--- config.mk ---
export PLATFORM = sky130hd
export DESIGN_NAME = pipe_share_sched
export DESIGN_NICKNAME = d
export VERILOG_FILES = /design/src/rtl/pipe_sched_pkg.sv /design/src/rtl/sched_fifo.sv /design/src/rtl/pipe_share_sched.sv
export SDC_FILE = /design/constraint.sdc
export NUM_CORES = 1
export LEC_CHECK = 0
export BUFFER_PORTS_ARGS = -buffer_cell sky130_fd_sc_hd__clkbuf_2
export CORE_MARGIN = 2
export CORE_UTILIZATION = 45
export DETAILED_ROUTE_END_ITERATION = 16
export GPL_TIMING_DRIVEN = 0
export PLACE_DENSITY = 0.65
export SYNTH_ARGS = -nofsm -noshare
export SYNTH_HDL_FRONTEND = slang
export SYNTH_SLANG_ARGS = --single-unit
--- constraint.sdc ---
create_clock -name clk -period 3 [get_ports clk]
set_clock_uncertainty 0.05 [all_clocks]
set_input_delay 0.75 -clock clk [delete_from_list [all_inputs] [get_ports clk]]
set_output_delay 0.75 -clock clk [all_outputs]
set_load 0.03 [all_outputs]
--- src/rtl/pipe_sched_pkg.sv ---
// Shared definitions for the pipelined round-robin scheduler.
package pipe_sched_pkg;

    // Width of a requester index; never narrower than one bit.
    function automatic int id_width(input int n);
        return (n <= 2) ? 1 : $clog2(n);
    endfunction

endpackage

--- src/rtl/sched_fifo.sv ---
// First-word-fall-through response FIFO. Accepts push and pop in the same
// cycle even when full. The head reads as zero while the FIFO is empty.
module sched_fifo
#(
    parameter int WIDTH = 8,
    parameter int DEPTH = 8
)(
    input  logic                         i_clk,
    input  logic                         i_rst_n,
    input  logic                         i_push,
    input  logic [WIDTH-1:0]             i_data,
    input  logic                         i_pop,
    output logic [WIDTH-1:0]             o_data,
    output logic                         o_full,
    output logic                         o_empty,
    output logic [$clog2(DEPTH+1)-1:0]   o_count
);
    localparam int AW = (DEPTH > 1) ? $clog2(DEPTH) : 1;
    localparam int CW = $clog2(DEPTH + 1);

    logic [WIDTH-1:0] r_mem [DEPTH];
    logic [AW-1:0]    r_rd;
    logic [AW-1:0]    r_wr;
    logic [CW-1:0]    r_count;
    logic             w_do_push;
    logic             w_do_pop;

    assign o_full    = (r_count == CW'(DEPTH));
    assign o_empty   = (r_count == '0);
    assign o_count   = r_count;
    assign o_data    = o_empty ? '0 : r_mem[r_rd];
    assign w_do_pop  = i_pop & ~o_empty;
    assign w_do_push = i_push & (~o_full | w_do_pop);

    // Storage holds data only, so it carries no reset.
    always_ff @(posedge i_clk) begin
        if (w_do_push) begin
            r_mem[r_wr] <= i_data;
        end
    end

    // Pointers and occupancy; pointers wrap explicitly for non-power-of-two depths.
    always_ff @(posedge i_clk or negedge i_rst_n) begin
        if (!i_rst_n) begin
            r_rd    <= '0;
            r_wr    <= '0;
            r_count <= '0;
        end else begin
            if (w_do_push) begin
                r_wr <= (r_wr == AW'(DEPTH - 1)) ? '0 : r_wr + 1'b1;
            end
            if (w_do_pop) begin
                r_rd <= (r_rd == AW'(DEPTH - 1)) ? '0 : r_rd + 1'b1;
            end
            r_count <= r_count + CW'(w_do_push) - CW'(w_do_pop);
        end
    end

endmodule

--- src/rtl/pipe_share_sched.sv ---
// Round-robin scheduler sharing one fixed-latency, non-stallable datapath
// among NREQ requesters. Credits cover the issue register, the tag pipe and
// the response FIFO, so results always have a FIFO slot when they emerge.
module pipe_share_sched
    import pipe_sched_pkg::*;
#(
    parameter int NREQ    = 4,
    parameter int WIDTH   = 8,
    parameter int LATENCY = 5,
    parameter int DEPTH   = 8
)(
    input  logic                      clk,
    input  logic                      reset_n,
    input  logic [NREQ-1:0]           req_valid,
    input  logic [NREQ*WIDTH-1:0]     req_data,
    output logic [NREQ-1:0]           req_ready,
    output logic                      pipe_in_valid,
    output logic [WIDTH-1:0]          pipe_in_data,
    input  logic [WIDTH-1:0]          pipe_out_data,
    output logic                      rsp_valid,
    input  logic                      rsp_ready,
    output logic [id_width(NREQ)-1:0] rsp_id,
    output logic [WIDTH-1:0]          rsp_data
);
    localparam int ID_W = id_width(NREQ);
    localparam int CW   = $clog2(DEPTH + 1);
    localparam logic [CW-1:0] CREDITS = CW'(DEPTH);

    typedef struct packed {
        logic            valid;
        logic [ID_W-1:0] id;
    } tag_t;

    logic [CW-1:0]        r_cnt;
    logic [ID_W-1:0]      r_ptr;
    logic                 r_iss_vld;
    logic [ID_W-1:0]      r_iss_id;
    logic [WIDTH-1:0]     r_iss_data;
    tag_t                 r_tag [LATENCY];

    logic                 w_permit;
    logic                 w_grant_any;
    logic [ID_W-1:0]      w_grant_idx;
    logic [ID_W-1:0]      w_idx;
    logic [NREQ-1:0]      w_grant_vec;
    logic                 w_push;
    logic                 w_pop;
    logic                 w_fifo_full;
    logic                 w_fifo_empty;
    logic [ID_W+WIDTH-1:0] w_fifo_wdata;
    logic [ID_W+WIDTH-1:0] w_fifo_rdata;
    logic [CW-1:0]        w_fifo_count;
    logic                 w_unused_fifo;

    // Registered credit count gates issue, so a freed credit is usable next cycle.
    assign w_permit = reset_n && (r_cnt < CREDITS);

    // Round-robin search starting at r_ptr; first valid requester wins.
    always_comb begin
        w_grant_any = 1'b0;
        w_grant_idx = '0;
        w_idx       = '0;
        w_grant_vec = '0;
        if (w_permit) begin
            for (int k = 0; k < NREQ; k++) begin
                w_idx = ID_W'((int'(r_ptr) + k) % NREQ);
                if (!w_grant_any && req_valid[w_idx]) begin
                    w_grant_any = 1'b1;
                    w_grant_idx = w_idx;
                end
            end
            if (w_grant_any) begin
                w_grant_vec[w_grant_idx] = 1'b1;
            end
        end
    end

    assign req_ready = w_grant_vec;

    // Issue register captures the granted operand and advances the pointer.
    always_ff @(posedge clk or negedge reset_n) begin
        if (!reset_n) begin
            r_iss_vld  <= 1'b0;
            r_iss_id   <= '0;
            r_iss_data <= '0;
            r_ptr      <= '0;
        end else begin
            r_iss_vld <= w_grant_any;
            if (w_grant_any) begin
                r_iss_id   <= w_grant_idx;
                r_iss_data <= req_data[int'(w_grant_idx)*WIDTH +: WIDTH];
                r_ptr      <= (int'(w_grant_idx) == NREQ - 1) ? '0 : w_grant_idx + 1'b1;
            end
        end
    end

    assign pipe_in_valid = r_iss_vld;
    assign pipe_in_data  = r_iss_data;

    // Tag pipe mirrors the external datapath; clearing it drops stale results.
    always_ff @(posedge clk or negedge reset_n) begin
        if (!reset_n) begin
            for (int s = 0; s < LATENCY; s++) begin
                r_tag[s] <= '0;
            end
        end else begin
            r_tag[0] <= tag_t'{valid: r_iss_vld, id: r_iss_id};
            for (int s = 1; s < LATENCY; s++) begin
                r_tag[s] <= r_tag[s-1];
            end
        end
    end

    assign w_push       = r_tag[LATENCY-1].valid;
    assign w_fifo_wdata = {r_tag[LATENCY-1].id, pipe_out_data};
    assign w_pop        = rsp_valid & rsp_ready;

    // Outstanding work: +1 per issue, -1 per response handshake.
    always_ff @(posedge clk or negedge reset_n) begin
        if (!reset_n) begin
            r_cnt <= '0;
        end else begin
            r_cnt <= r_cnt + CW'(w_grant_any) - CW'(w_pop);
        end
    end

    sched_fifo #(
        .WIDTH (ID_W + WIDTH),
        .DEPTH (DEPTH)
    ) u_fifo (
        .i_clk   (clk),
        .i_rst_n (reset_n),
        .i_push  (w_push),
        .i_data  (w_fifo_wdata),
        .i_pop   (w_pop),
        .o_data  (w_fifo_rdata),
        .o_full  (w_fifo_full),
        .o_empty (w_fifo_empty),
        .o_count (w_fifo_count)
    );

    // Credits already bound occupancy; full/count are kept for observation only.
    assign w_unused_fifo = ^{w_fifo_full, w_fifo_count};

    assign rsp_valid          = ~w_fifo_empty;
    assign {rsp_id, rsp_data} = w_fifo_rdata;

endmodule

==> flow_summary_export.csv <==
group,metric,value,unit
status,outcome,"completed",
timing,slew_headroom,0.226,
placement,gp_congestion,0.732,
timing,setup_viol,0,
grt,grt_usage,0.171,
critical_path,cp_slowest_cell,"dfrtp_1",
die,core-area,10900,um^2
route,vias_per_cell,5.16,
placement,dp_hpwl,6.10,mm
critical_path,r2r-end,"u_fifo.o_count[2]$_DFF_PN0_",
timing,final-hold-violation-count,0,
critical_path,critical_path_arrival,2.11,ns
critical_path,critPathLaunch,"r_ptr[1]$_DFFE_PN0P_",
clock_network,clock_sinks,122,
final_layout,drive_gt1_frac,0.340,
timing,min_period,2.91,ns
synth,syn_nets,376,
die,rows,38,
pwr,peakVddDrop,0.000532,V
final_layout,area_delta_synth_final,25.0,%
timing,drv_slew,0,
grt,grt_pass1_vias,2941,
final_layout,final_common_cell,"edfxtp_1",
clock_network,path_clk_slew,0.06,ns
critical_path,r2r_start,"u_fifo.o_count[2]$_DFF_PN0_",
pwr,power_density,1070,nW/um^2
synth,ys_ff_latch,122,
pwr,leakage,2.66,nW
synth,async_flop_share,0.344,
critical_path,reg2reg_depth,12,
synth,yosys.area.top_type,"edfxtp_1",
grt,grt_antenna_before_repair,0,
final_layout,final_cell_mix,"edfxtp_1, clkbuf_2, dfrtp_1",
critical_path,path_cells,"nor2b_1 -> o21ai_1 -> o221ai_2 -> or2_4 -> buf_6 -> nor2_1 -> buf_4",
route,vias,2893,
synth,syn_inst,313,
critical_path,end_kind,"output port",
die,die_y,110,um
clock_network,cts_tree,"yes",
die,initial_core_util,0.464,
placement,port-buffer-count,70,
critical_path,cp_data_required_time,2.20,ns
clock_network,cts_buffers,17,
clock_network,cts_max_level,4,
final_layout,fin_area,6320,um^2
synth,synth_warnings,0,
synth,synth-edff-count,80,
critical_path,setup.worst_path.end,"req_ready[3]",
synth,syn_area,5050,um^2
route,wire_per_inst,16.7,um
flow_run,cap_violations,0,
route,drcViolationCount,0,
synth,ys_types,34,
die,pin_count,71,
final_layout,layout.nets,471,
critical_path,slowest_delay,0.43,ns
die,die_w,110,um
timing,worstMarginPinSlew,1.16,ns
timing,max_freq,343,MHz
clock_network,cts_hold_buf,0,
die,fp.dieArea,12100,um^2
route,drtAntennaViolNets,0,
synth,avgSynthCellArea,16.1,um^2
clock_network,clock_path_buffers,2,
critical_path,rrSetupSlack,0.24,ns
timing,rsz0062_at_grt,"yes",
clock_network,clockRootBuffer,"clkbuf_8",
critical_path,critPathLaunchType,"register",
hold_path,hold_class,"in2async",
route,drt_wl_total,9.35,mm
critical_path,worstSetupPathType,"reg2out",
clock_network,insertion_delay,0.51,ns
synth,synth_flop_cell,"edfxtp_1",
timing,post-route-period-util,0.971,
timing,fin_hold_ws,0.104,ns
final_layout,num_antenna_cells,0,
route,drt-pass1-iter-count,4,
grt,grt_pass1_wl,14.9,mm
synth,yosys-top-cells-area,"edfxtp_1, dfrtp_1, mux4_2, mux2i_1, ha_1",
placement,placedInstanceArea,5610,um^2
pwr,power.total,6.79,mW
grt,overflow,0,
route,drt_iter0_drc,176,
grt,grt_max_degree,44,
synth,synth_top_area_share,0.475,
critical_path,cp_max_fo,10,
timing,tns,0,ns
synth,yosysSeqAreaShare,0.683,
-- routing by layer --
layer  track usage  up-vias  part of all wire
met5             0        -                 0
met4        0.0434        0            0.0053
met3        0.0588        6             0.048
met2         0.275       79              0.49
met1         0.225     1447              0.46
li1              -     1361                 -
-- logic make-up (layout without fill, tap and decap cells) --
family	after synthesis	in the layout	share of synthesized area
buf+inv	30	138	0.0282
xor+xnor	6	6	0.0104
flops	122	122	0.683
simple gates	69	69	0.0606
fa+ha+maj	16	16	0.0426
mux	46	46	0.141
compound gates	24	24	0.0344
-- synthesized netlist by cell type (2+ instances only) --
cell and number:
nor2_1 22, edfxtp_1 80, xnor2_1 5, ha_1 14, fa_1 2, nor2b_1 3
inv_1 19, mux2i_1 26, o21ai_0 2, nand2b_1 6, clkbuf_1 4, o21ai_1 4
dfrtp_1 42, a21oi_1 4, a21o_1 3, mux4_2 20, o221ai_1 8, buf_6 3
nor3_1 3, nand2_1 29
-- worst max-delay path: cells and delay by family (launching register included) --
| kind | cells | cell delay [ns] |
|---|---|---|
| flip-flops | 1 | 0.43 |
| AND/OR/NAND/NOR | 3 | 0.55 |
| buffers and inverters | 2 | 0.31 |
| AO/OA/AOI/OAI | 2 | 0.30 |
-- state kept, by name, indices dropped and copies added (netlist names) --
signal,flops
r_iss_id,2
u_fifo.r_mem,80
w_push,1
r_tag,14
r_cnt,4
u_fifo.o_count,4
u_fifo.r_rd,3
pipe_in_valid,1
r_ptr,2
pipe_in_data,8
u_fifo.r_wr,3
-- final cells by class --
type / instances / area, um^2
Multi-Input combinational cell: 161 / 1470
Tap cell: 140 / 175
Clock inverter: 11 / 166
Inverter: 20 / 75.1
Timing Repair Buffer: 77 / 422
Buffer: 9 / 97.6
Fill cell: 859 / 4570
Sequential cell: 122 / 3450
Clock buffer: 21 / 459
-- repair_timing --
action | 4_1_cts | 5_1_grt
pin swaps | 1 | 0
cloned | 0 | 0
setup endpoints to repair | 17 | 12
setup buffers | 1 | 4
resized for setup | 9 | 9
-- how the worst min path moves through the flow --
stage | end | cells past startpoint
2_1_floorplan | r_tag[0]$_DFF_PN0_ | 0
3_3_place_gp | r_tag[5]$_DFF_PN0_ | 0
3_5_place_dp | r_tag[0]$_DFF_PN0_ | 0
4_1_cts | r_tag[13]$_DFF_PN0_ | 1
5_1_grt | r_tag[14]$_DFF_PN0_ | 1
6_report | pipe_in_data[5]$_DFFE_PN0P_ | 1
-- power breakdown --
group / internal (mW) / leakage, nW / switching [mW] / total (mW)
logic: 0.977 / 1.12 / 1.29 / 2.27
registers: 2.20 / 1.24 / 0.216 / 2.41
clock network: 1.41 / 0.302 / 0.696 / 2.11
-- stage by stage --
stage | setup WS [ns] | util | cells
6_report | 0.0861 | 0.581 | 561
5_1_grt | -0.0304 | 0.581 | 561
4_1_cts | 0.00859 | 0.577 | 558
3_5_place_dp | -0.787 | 0.516 | 525
3_3_place_gp | -0.784 | 0.513 | 523
2_1_floorplan | 0.353 | - | 313
No activity file was read; power rests on OpenSTA's default activity.
